==> src/rtl/prog_loader_pkg.sv <==
// Shared definitions for the boot-time program loader: FSM state encodings
// and frame layout constants.
package prog_loader_pkg;

  typedef enum logic [2:0] {
    LD_LEN,
    LD_DATA,
    LD_WRITE,
    LD_RUN,
    LD_ERR
  } ld_state_t;

  // Bytes in the length header, and bytes per memory word.
  localparam int unsigned HDR_BYTES = 4;

endpackage

==> src/rtl/prog_loader_byte_word_assembler.sv <==
// Collects bytes LSB first into a 32-bit word; word_done flags the byte
// that completes the word.
module byte_word_assembler
  import prog_loader_pkg::*;
(
  input  logic        clk,
  input  logic        resetb,
  input  logic        clear,
  input  logic        byte_en,
  input  logic [7:0]  byte_in,
  output logic [1:0]  byte_cnt,
  output logic [31:0] word,
  output logic [31:0] word_full,
  output logic        word_done
);

  // Value the word register takes if byte_in is accepted this cycle.
  assign word_full = {byte_in, word[31:8]};
  assign word_done = byte_en && (byte_cnt == 2'(HDR_BYTES - 1));

  always_ff @(posedge clk or negedge resetb) begin
    if (!resetb) begin
      byte_cnt <= '0;
      word     <= '0;
    end else if (clear) begin
      byte_cnt <= '0;
      word     <= '0;
    end else if (byte_en) begin
      byte_cnt <= byte_cnt + 2'd1;
      word     <= word_full;
    end
  end

endmodule

==> src/rtl/prog_loader.sv <==
// Boot sequencer: holds the core in reset, loads a length-prefixed byte
// image into instruction memory, then releases the core.
module prog_loader
  import prog_loader_pkg::*;
#(
  parameter logic [31:0] BASE_ADDR = 32'h0000_0000,
  parameter int unsigned MAX_WORDS = 1024,
  parameter int unsigned TIMEOUT   = 65535
) (
  input  logic        clk,
  input  logic        resetb,
  input  logic [7:0]  rx_data,
  input  logic        rx_valid,
  output logic        rx_ready,
  input  logic        reload,
  output logic        ld_we,
  output logic [31:0] ld_addr,
  output logic [31:0] ld_di,
  output logic [3:0]  ld_be,
  output logic        core_resetb,
  output logic        busy,
  output logic        error
);

  ld_state_t   state, state_nxt;
  logic [31:0] len_q;
  logic [31:0] word_idx;
  logic [31:0] gap_cnt;
  logic        accept, asm_en, asm_clear, asm_done;
  logic        timed, gap_expire;
  logic [1:0]  byte_cnt;
  logic [31:0] asm_word, asm_word_full;

  assign rx_ready   = (state == LD_LEN) || (state == LD_DATA) || (state == LD_ERR);
  assign accept     = rx_valid && rx_ready;
  assign asm_en     = accept && !reload && ((state == LD_LEN) || (state == LD_DATA));
  assign timed      = ((state == LD_LEN) && (byte_cnt != 2'd0)) || (state == LD_DATA);
  assign gap_expire = timed && !accept && (gap_cnt == 32'(TIMEOUT - 1));
  assign asm_clear  = reload || gap_expire;

  byte_word_assembler u_asm (
    .clk       (clk),
    .resetb    (resetb),
    .clear     (asm_clear),
    .byte_en   (asm_en),
    .byte_in   (rx_data),
    .byte_cnt  (byte_cnt),
    .word      (asm_word),
    .word_full (asm_word_full),
    .word_done (asm_done)
  );

  always_comb begin
    state_nxt = state;
    unique case (state)
      LD_LEN: begin
        if (asm_done) begin
          if (asm_word_full == '0)                    state_nxt = LD_RUN;
          else if (asm_word_full > 32'(MAX_WORDS))    state_nxt = LD_ERR;
          else                                        state_nxt = LD_DATA;
        end else if (gap_expire) begin
          state_nxt = LD_ERR;
        end
      end
      LD_DATA: begin
        if (asm_done)        state_nxt = LD_WRITE;
        else if (gap_expire) state_nxt = LD_ERR;
      end
      LD_WRITE: state_nxt = ((word_idx + 32'd1) == len_q) ? LD_RUN : LD_DATA;
      LD_RUN:   state_nxt = LD_RUN;
      LD_ERR:   state_nxt = LD_ERR;
      default:  state_nxt = LD_LEN;
    endcase
    if (reload) state_nxt = LD_LEN;
  end

  // The write strobe is masked by reload so no write escapes in that cycle.
  assign ld_we = (state == LD_WRITE) && !reload;
  assign ld_be = ld_we ? 4'hF : 4'h0;
  assign ld_di = asm_word;
  assign busy  = timed || (state == LD_WRITE);
  assign error = (state == LD_ERR);

  always_ff @(posedge clk or negedge resetb) begin
    if (!resetb) begin
      state       <= LD_LEN;
      len_q       <= '0;
      word_idx    <= '0;
      gap_cnt     <= '0;
      ld_addr     <= BASE_ADDR;
      core_resetb <= 1'b0;
    end else begin
      state       <= state_nxt;
      core_resetb <= (state == LD_RUN) && !reload;
      if (reload) begin
        len_q    <= '0;
        word_idx <= '0;
        gap_cnt  <= '0;
        ld_addr  <= BASE_ADDR;
      end else begin
        if ((state == LD_LEN) && asm_done) len_q <= asm_word_full;
        if (ld_we) begin
          word_idx <= word_idx + 32'd1;
          ld_addr  <= ld_addr + 32'd4;
        end
        if (!timed || accept) gap_cnt <= '0;
        else                  gap_cnt <= gap_cnt + 32'd1;
      end
    end
  end

endmodule

==> config.mk <==
export PLATFORM = sky130hd
export DESIGN_NAME = prog_loader
export DESIGN_NICKNAME = d
export VERILOG_FILES = /design/src/rtl/prog_loader_pkg.sv /design/src/rtl/prog_loader_byte_word_assembler.sv /design/src/rtl/prog_loader.sv
export SDC_FILE = /design/constraint.sdc
export NUM_CORES = 1
export LEC_CHECK = 0
export CAP_MARGIN = 20
export CORE_MARGIN = 4
export CORE_UTILIZATION = 50
export CTS_BUF_LIST = sky130_fd_sc_hd__clkbuf_16
export DETAILED_ROUTE_END_ITERATION = 8
export GPL_ROUTABILITY_DRIVEN = 0
export MAX_ROUTING_LAYER = met4
export PLACE_DENSITY_LB_ADDON = 0.3
export SLEW_MARGIN = 30
export SYNTH_ARGS = -nofsm -noshare
export SYNTH_HDL_FRONTEND = slang
export SYNTH_SLANG_ARGS = --single-unit
==> constraint.sdc <==
create_clock -name clk -period 4.9 [get_ports clk]
set_input_delay 0.98 -clock clk [delete_from_list [all_inputs] [get_ports clk]]
set_output_delay 0.98 -clock clk [all_outputs]
set_load 0.05 [all_outputs]
After elaboration in Yosys (flattened, before gate mapping)
Index checks and enable logic that the tools add are counted.
{"block": "totals", "out_inout_bits": 73, "latch_bits": 0, "n_memories": 0, "wordCells": 66, "romBits": 0, "ff_bits": 166, "ramBits": 0, "in_bits": 12}
{"block": "op_classes", "div_mod_pow": 0, "n_mul": 0, "n_addsub": 4, "bitwise": 0, "mux": 21, "shifts": 0, "reduce_logical": 25, "n_eq_ne": 7, "order_cmp": 1}
{"operator": "$mux 32", "n": 10}
{"operator": "$add 32x1->32 const B", "n": 2}
{"operator": "$add 32x3->32 const B", "n": 1}
{"operator": "$eq 32x16->1 const B", "n": 1}
{"operator": "$eq 32x32->1", "n": 1}
{"operator": "$gt 32x11->1 const B", "n": 1}
{"operator": "$logic_not 32->1", "n": 1}
{"operator": "$mux 3", "n": 6}
{"operator": "$pmux 3 s5", "n": 1}
{"operator": "$logic_and 1x1->1", "n": 10}
{"operator": "$reduce_bool 2->1", "n": 4}
{"operator": "$eq 3x2->1 const B", "n": 2}
{"operator": "$logic_or 1x1->1", "n": 6}
{"operator": "$mux 2", "n": 3}
{"operator": "$mux 4", "n": 1}
{"operator": "$eq 3x1->1 const B", "n": 1}
{"operator": "$eq 3x3->1 const B", "n": 1}
{"operator": "$logic_not 1->1", "n": 3}
{"operator": "$logic_not 3->1", "n": 1}
{"operator": "$add 2x1->2 const B", "n": 1}
{"operator": "$eq 2x2->1 const B", "n": 1}

Depth between registers and ports, before layout
Gate-level depths: netlist of the first run.
{"block": "logic_depth", "ltp_word": 11, "ltp_mapped": 10, "mapped_depth_nobuf": 9}

By module
From an unflattened synthesis of the first run, not the netlist that was laid out.
{"block": "hier_totals", "hier_cells": 957, "area_unflattened_um2": 8933.6}
{"mod": "prog_loader", "n_inst": 1, "area_each_um2": 7265.7, "seq_area_each_um2": 3253.1, "cells_per_inst": 813}
{"mod": "byte_word_assembler", "n_inst": 1, "area_each_um2": 1667.8, "seq_area_each_um2": 850.8, "cells_per_inst": 144}

Worst setup path after synthesis of the first run
Ideal clock, no wire load.
{"block": "synth_timing", "path_type": "in2out", "start": "input reload", "end": "output ld_be[0]", "arrival_ns": 3.460, "t_required_ns": 3.920, "n_path_buf": 1, "path_slack_ns": 0.460, "path_stages": 2, "cell_sequence": "nor4b_1 -> buf_4"}
{"block": "synth_via", "elab_chain_cells": 3}
{"element": "from (decl)", "line_no": "prog_loader.sv:15", "source": "input logic reload,"}
{"element": "$logic_not 1->1", "line_no": "prog_loader.sv:78", "source": "assign ld_we = (state == LD_WRITE) && !reload;"}
{"element": "$logic_and 1x1->1", "line_no": "prog_loader.sv:78"}
{"element": "$mux 4", "line_no": "prog_loader.sv:79", "source": "assign ld_be = ld_we ? 4'hF : 4'h0;"}
{"element": "to (decl)", "line_no": "prog_loader.sv:19", "source": "output logic [3:0] ld_be,"}
No other way between the ends.

Final worst setup path of the first run
{"block": "layout_timing", "start": "register state[1]", "end": "output ld_be[1]"}
{"block": "layout_via", "elab_chain_cells": 3}
{"element": "from (decl)", "line_no": "prog_loader.sv:25", "source": "ld_state_t state, state_nxt;"}
{"element": "from (signal assigned)", "line_no": "prog_loader.sv:93", "source": "state <= state_nxt;"}
{"element": "$eq 3x2->1", "line_no": "prog_loader.sv:78"}
{"element": "$logic_and 1x1->1", "line_no": "prog_loader.sv:78"}
{"element": "$mux 4", "line_no": "prog_loader.sv:79"}
No other way between the ends.

==> results of run 1 <==
==> cells in the final DEF, fill, tap and decap left out, types with 5 or more instances in the layout <==
| master | count |
|---|---|
| a21oi_1 | 59 |
| and2_1 | 7 |
| and3_1 | 16 |
| and4_1 | 7 |
| buf_4 | 7 |
| clkbuf_16 | 17 |
| clkdlybuf4s50_1 | 80 |
| dfrtp_1 | 164 |
| ha_1 | 6 |
| inv_1 | 12 |
| nand2_1 | 176 |
| nand2b_1 | 5 |
| nand3_1 | 44 |
| nand3b_1 | 32 |
| nand4_1 | 33 |
| nor2_1 | 116 |
| nor2b_1 | 6 |
| nor3_1 | 19 |
| nor4_1 | 15 |
| o21ai_0 | 17 |
| or3_1 | 13 |
| xnor2_1 | 57 |
| xor2_1 | 64 |
==> routing by layer <==
layer	vias up	part of all wire (%)
met2	194	47
met4	0	2.0
met1	3437	46
li1	3441	-
met3	29	4.8
met5	-	0
==> layout make-up <==
class | count | area (sq um) | area share (%)
multi-input combinational | 751 | 4400 | 42.8
clock inverter | 14 | 148 | 1.44
clock buffer | 17 | 425 | 4.13
inverter | 8 | 30.0 | 0.292
timing repair buffer | 90 | 896 | 8.71
sequential | 164 | 4100 | 39.9
tap | 225 | 282 | 2.74
==> per-stage QoR <==
step / utilization [%] / hold WS, ps / power [mW] / area [sq um]
2_1_floorplan: - / 475 / 1.48 / 8790
3_3_place_gp: 56.3 / 501 / 1.56 / 9710
3_5_place_dp: 56.4 / 513 / 1.56 / 9720
4_1_cts: 59.7 / 524 / 2.87 / 10300
5_1_grt: 59.7 / 542 / 2.94 / 10300
6_report: 59.7 / 518 / 2.85 / 10300
==> worst max path at each step <==
stage                             startpoint                   endpoint
after detailed placement            rx_valid  u_asm.word[3]$_DFFE_PN0P_
final                     state[1]$_DFF_PN0_                   ld_be[1]
after global routing      state[1]$_DFF_PN0_                   ld_be[1]
after CTS                 state[1]$_DFF_PN0_                   ld_be[1]
after floorplan                       reload                   ld_be[0]
after global placement                reload                      ld_we
==> power groups by stage <==
stage	Clock, mW	Sequential, mW	Combinational [mW]
after global routing	1.40	1.38	0.165
after CTS	1.34	1.38	0.153
after detailed placement	0	1.40	0.152
final	1.32	1.38	0.150
after global placement	0	1.40	0.151
after floorplan	0	1.42	0.0592
==> registers in the layout, summed over array words and instances (netlist names) <==
signal,flops
gap_cnt,32
ld_addr,30
core_resetb,1
word_idx,32
state,3
u_asm.word,32
len_q,32
u_asm.byte_cnt,2
==> kinds of logic (layout without fill, tap and decap cells) <==
family / Yosys count / count (layout)
AND/OR/NAND/NOR: 518 / 518
flip-flops: 164 / 164
XOR/XNOR: 121 / 121
AO/OA/AOI/OAI: 101 / 101
buffers and inverters: 66 / 129
adder cells (fa/ha/maj): 6 / 6
multiplexers: 3 / 3
other: 1 / 2
==> impl_results.md, run 1 <==
* Status: finished clean
* GRT Util Overall at 22.8%
* Cell Count Post-Placement at 1238
* Router iterations before antenna repair at 5
* Rel. slew slack at 39.6%
* Vias post-DR at 7101
* Largest delay contributor family on the critical path: buffers and inverters
* Initial Util at 51.0%
* Reg clk slew, reported paths at 60 ps
* Initial antenna violation count at 0
* Worst hold path class: flip-flop to flip-flop
* Commonest cells in the netlist: nand2_1 (176), dfrtp_1 (164), nor2_1 (116)
* Net Sw Power at 656 uW
* Fin. max-slew vios at 0
* Cts hold-fix bufs at 0
* Fillers at 1464
* Die Ht at 141 um
* Vias in the first global route at 6835
* Startpoint types: flip-flop
* Share of cells above drive strength 1 at 5.36%
* Final period utilization at 72.1%
* Mux cell area share after synthesis at 0.342%
* ANT nets after route at 0
* Internal cell power at 2.19 mW
* Num rows at 48
* Final worst path period need at 3530 ps
* Die area at 19800 sq um
* Power per cell area at 277 nW/um^2
* Global routing usage on met2 at 34.9%
* Max-Cap Viols at 0
* Most common cell in the netlist: nand2_1
* Post-CTS Resized at 0
* Worst R2R Setup Slack at 1890 ps
* Post-route DRC at 0
* Layout Cells excl Fill at 1269
* Warnings from Yosys at 0
* Routed vias/inst at 5.60
* Count of final setup violators at 0
* CP max stage cell: clkdlybuf4s50_1
* Met3 usage in global routing at 4.34%
* Worst-Margin Slew at 905 ps
* Global-route wire length before repair at 35400 um
* Share of the synthesized area in the top cell type at 46.7%
* Crit path max fanout at 16
* Post-synth EDFFs at 0
* Grt ovf at 0
* Max H-tree Level at 4
* CTS max path bufs at 2
* HP Start: gap_cnt[0]$_DFF_PN0_
* Simple-gate portion of the synthesized area at 29.8%
* Clk sinks at 164
* Reg-to-Reg Start: gap_cnt[0]$_DFF_PN0_
* Cell taking the most area after synthesis: dfrtp_1
* Hold EP: gap_cnt[0]$_DFF_PN0_
* Met1 Use GR at 30.8%
* Syn Area/Cell at 8.97 sq um
* Synth Area in XOR/XNOR at 12.1%
* Number of inserted diodes at 0
* Required @ worst endpoint at 3920 ps
* Cell depth of the worst flop-to-flop path at 8
* Post-synthesis async set-or-reset flop share at 100%
* Sequential share of power at 48.4%
* Hold path cells at 1
* Leak Pwr at 4.37 nW
* Fin Setup TNS at 0 ps
* Synth Cell Area at 8790 sq um
* Dpl hpwl at 14400 um
* CTS tree: yes
* Switching Fraction at 23.0%
* Clk_lat worst skew at 440 ps
* IR drop worst, VDD at 0.291 mV
* Core Region at 17200 sq um
* Crit path depth at 3
* Number of DRC markers in iteration 0 at 576
* Mapped Cells at 980
* I/O pin cnt at 85
* Class of the most critical setup path: flip-flop to output pin
* Final WS setup at 1370 ps
* Most used DFF post-synth: dfrtp_1
* Comb pwr share at 5.3%
* CP max stage delay at 810 ps
* Wire per inst at 16.8 um
* Layer with the highest usage: met2
* Postcts setup bufs at 0
* Total Nets Final at 1050
* Synth cell types at 60
* Clk_skew at 13.7 ps
* Post-synthesis adder-cell area fraction at 0.854%
* Number of port buffers at 82
* Compound-Gate Fraction of Synth Area at 6.84%
* Peak Freq at 283 MHz
* Worst EP arrival at 2550 ps
* Largest net degree at the start of global routing at 113
* Place WS at 1240 ps
* RSZ-0062 raised after global routing: false
* Clock Power Share at 46.3%
* Area contributors post-synth: dfrtp_1 (47%), nand2_1 (7.5%), xor2_1 (6.4%), xnor2_1 (5.7%), nor2_1 (5.0%)
* R2R Path End: u_asm.word[3]$_DFFE_PN0P_
* Synth Register Bits at 164
* CTS buffer count at 17
* Critical path endpoint category: output pin
* Largest family of logic cells by synthesized area: simple AND/OR/NAND/NOR gates
* Area grow syn2layout at 17.1%
* Die X at 141 um
* Clock root buffer: clkbuf_16
* Wirelength, routed at 21400 um
* Post-synthesis sequential area ratio at 46.7%
* Fin. Hold Viols at 0
* WP buf/inv at 2
* Cell Chain, Critical Path: nor4b_1 > buf_4 > clkdlybuf4s50_1
(Power assumes the default switching activity.)
==> inputs of run 2 (changes only) <==
==> constraint.sdc (replaced) <==
create_clock -name clk -period 3.2 [get_ports clk]
set_input_delay 0.64 -clock clk [delete_from_list [all_inputs] [get_ports clk]]
set_output_delay 0.64 -clock clk [all_outputs]
set_load 0.05 [all_outputs]
==> run 2 against run 1 <==
Critical path depth increased by 3. Non-clock buffer count increased by 9. First-iteration DRC count decreased by 5.0%. Sequential share of layout area decreased by 0.53 points. Clock power increased by 55%. Clock-buffer cell count unchanged. Via count increased by 2.4%. Routed wire length increased by 2.7%.
==> impl_results.md, run 2 (same netlist as run 1, synthesis figures left out) <==
* Die X at 141 um (unchanged)
* Worst-Margin Slew at 986 ps (+80.6 ps)
* Total Nets Final at 1059 (+0.86%)
* Commonest cells after routing, fill and taps aside: nand2_1 (176), dfrtp_1 (164), nor2_1 (116)
* Fin Setup TNS at 0 ps (unchanged)
* Final worst path period need at 3030 ps
* Fillers at 1433 (-2.1%)
* Number of DRC markers in iteration 0 at 547 (-5.0%)
* Max H-tree Level at 4 (unchanged)
* Vias post-DR at 7274 (+2.4%)
* R2R Path End: state[0]$_DFF_PN0_
* Most common cell after layout, fill and taps aside: nand2_1
* Wire per inst at 17.2 um (+1.9%)
* Largest net degree at the start of global routing at 77 (-32%)
* GRT Util Overall at 23.4% (+0.61 points)
* Peak Freq at 330 MHz
* Worst setup endpoint: busy
* Clock root buffer: clkbuf_16
* IR drop worst, VDD at 0.447 mV (+54%)
* Crit path max fanout at 3 (-13)
* Dpl hpwl at 15000 um (+4.4%)
* Vias in the first global route at 6944 (+1.6%)
* Leak Pwr at 4.43 nW (+1.5%)
* Hold slack at 230 ps (-288 ps)
* Rel. slew slack at 33.7% (-6.0 points)
* I/O pin cnt at 85 (unchanged)
* Die area at 19800 sq um (unchanged)
* Fin area at 10400 sq um (+1.3%)
* Layout Cells excl Fill at 1279 (+0.79%)
* Power per cell area at 422 nW/um^2 (+52%)
* Global-route wire length before repair at 36700 um (+3.6%)
* Critical path endpoint category: output pin
* Num rows at 48 (unchanged)
* Core Region at 17200 sq um (unchanged)
* Crit path launch: u_asm.byte_cnt[0]$_DFFE_PN0P_
* CTS tree: yes
* Wirelength, routed at 22000 um (+2.7%)
* Pwr Total at 4.40 mW (+55%)
* Initial Util at 51.0% (unchanged)
* ANT nets after route at 0 (unchanged)
* Worst hold path class: primary input to async pin
* Reg-to-Reg Start: state[1]$_DFF_PN0_
* Startpoint types: flip-flop
* Post-CTS Resized at 0 (unchanged)
* Clk_lat worst skew at 430 ps (about the same)
* Reg clk slew, reported paths at 60 ps (about the same)
* Worst R2R Setup Slack at 320 ps (-1570 ps)
* Cell Count Post-Placement at 1247 (+0.73%)
* Max-Cap Viols at 0 (unchanged)
* Initial antenna violation count at 0 (unchanged)
* CTS max path bufs at 2 (unchanged)
* Number of inserted diodes at 0 (unchanged)
* Post-route DRC at 0 (unchanged)
* Final period utilization at 94.6%
* Clk_skew at 13.7 ps (-0.0117 ps)
* CTS buffer count at 17 (unchanged)
* Class of the most critical setup path: flip-flop to output pin
* Fin. max-slew vios at 0 (unchanged)
* Count of final setup violators at 0 (unchanged)
* Router iterations before antenna repair at 5 (unchanged)
* Share of cells above drive strength 1 at 6.93% (+1.6 points)
* Fin. Hold Viols at 0 (unchanged)
* Routed vias/inst at 5.69 (+1.6%)
* Post-Place Cell Area at 9840 sq um (+1.2%)
* Required @ worst endpoint at 2560 ps (-1360 ps)
* Cts hold-fix bufs at 0 (unchanged)
* Area grow syn2layout at 18.7%
* Grt ovf at 0 (unchanged)
* Die Ht at 141 um (unchanged)
* Worst EP arrival at 2390 ps (-160 ps)
* Postcts setup bufs at 0 (unchanged)
* Number of port buffers at 82 (unchanged)
* Status: finished clean
* Clk sinks at 164 (unchanged)
* RSZ-0062 raised after global routing: false
* Cell depth of the worst flop-to-flop path at 7 (-1)
run 2: cell types whose count changed in the layout (fill, tap and decap cells not counted), sizes merged:
| cell | delta |
|---|---|
| clkinvlp | +2 |
| clkdlybuf4s50 | -5 |
| inv | +1 |
| buf | +14 |
| clkinv | -2 |
run 2: power by group:
group	switching, mW	internal (mW)
Clock	0.832	1.22
Sequential	0.0228	2.09
Combinational	0.170	0.0670
Total	1.03	3.37
run 2: routing by layer:
| layer | up-vias | share of wire [%] | routed length [um] | global-route usage (%) |
|---|---|---|---|---|
| met2 | 187 | 49 | 10700 | 35.7 |
| li1 | 3464 | - | - | - |
| met5 | - | 0 | 0 | - |
| met4 | 0 | 2.2 | 486 | 7.85 |
| met1 | 3590 | 45 | 9810 | 31.6 |
| met3 | 33 | 4.4 | 963 | 4.68 |
run 2: per-stage QoR:
step	utilization [%]	worst slack (ps)
floorplan	-	381
global placement	57.1	39.3
detailed placement	57.1	-21.2
CTS	60.5	150
global route	60.5	23.4
finish	60.5	174
run 2: critical path, stage by stage (launching register included):
cell             delay [ps]
dfrtp_1                 370
inv_1                    60
ha_1                    180
nor2b_1                 130
nor2b_1                 140
a211oi_1                220
clkdlybuf4s50_1         860
run 2: worst min path at each step:
| stage | startpoint | to | slack, ps | cells past startpoint |
|---|---|---|---|---|
| CTS | resetb | ld_addr[11]$_DFFE_PN0N_ | 270 | 1 |
| finish | resetb | ld_addr[12]$_DFFE_PN0N_ | 230 | 1 |
| global route | resetb | ld_addr[25]$_DFFE_PN0N_ | 290 | 1 |
| detailed placement | gap_cnt[0]$_DFF_PN0_ | gap_cnt[0]$_DFF_PN0_ | 510 | 1 |
| global placement | gap_cnt[0]$_DFF_PN0_ | gap_cnt[0]$_DFF_PN0_ | 510 | 1 |
| floorplan | resetb | core_resetb$_DFF_PN0_ | 340 | 0 |
run 2: layout make-up:
| cell class | count | area, sq um | share of cell area (%) |
|---|---|---|---|
| clock buffers | 17 | 425 | 4.08 |
| clock inverters | 15 | 165 | 1.58 |
| well taps | 225 | 282 | 2.70 |
| repair buffers | 99 | 1010 | 9.68 |
| multi-input cells | 751 | 4410 | 42.3 |
| flip-flops and latches | 164 | 4100 | 39.4 |
| inverters | 8 | 30.0 | 0.288 |
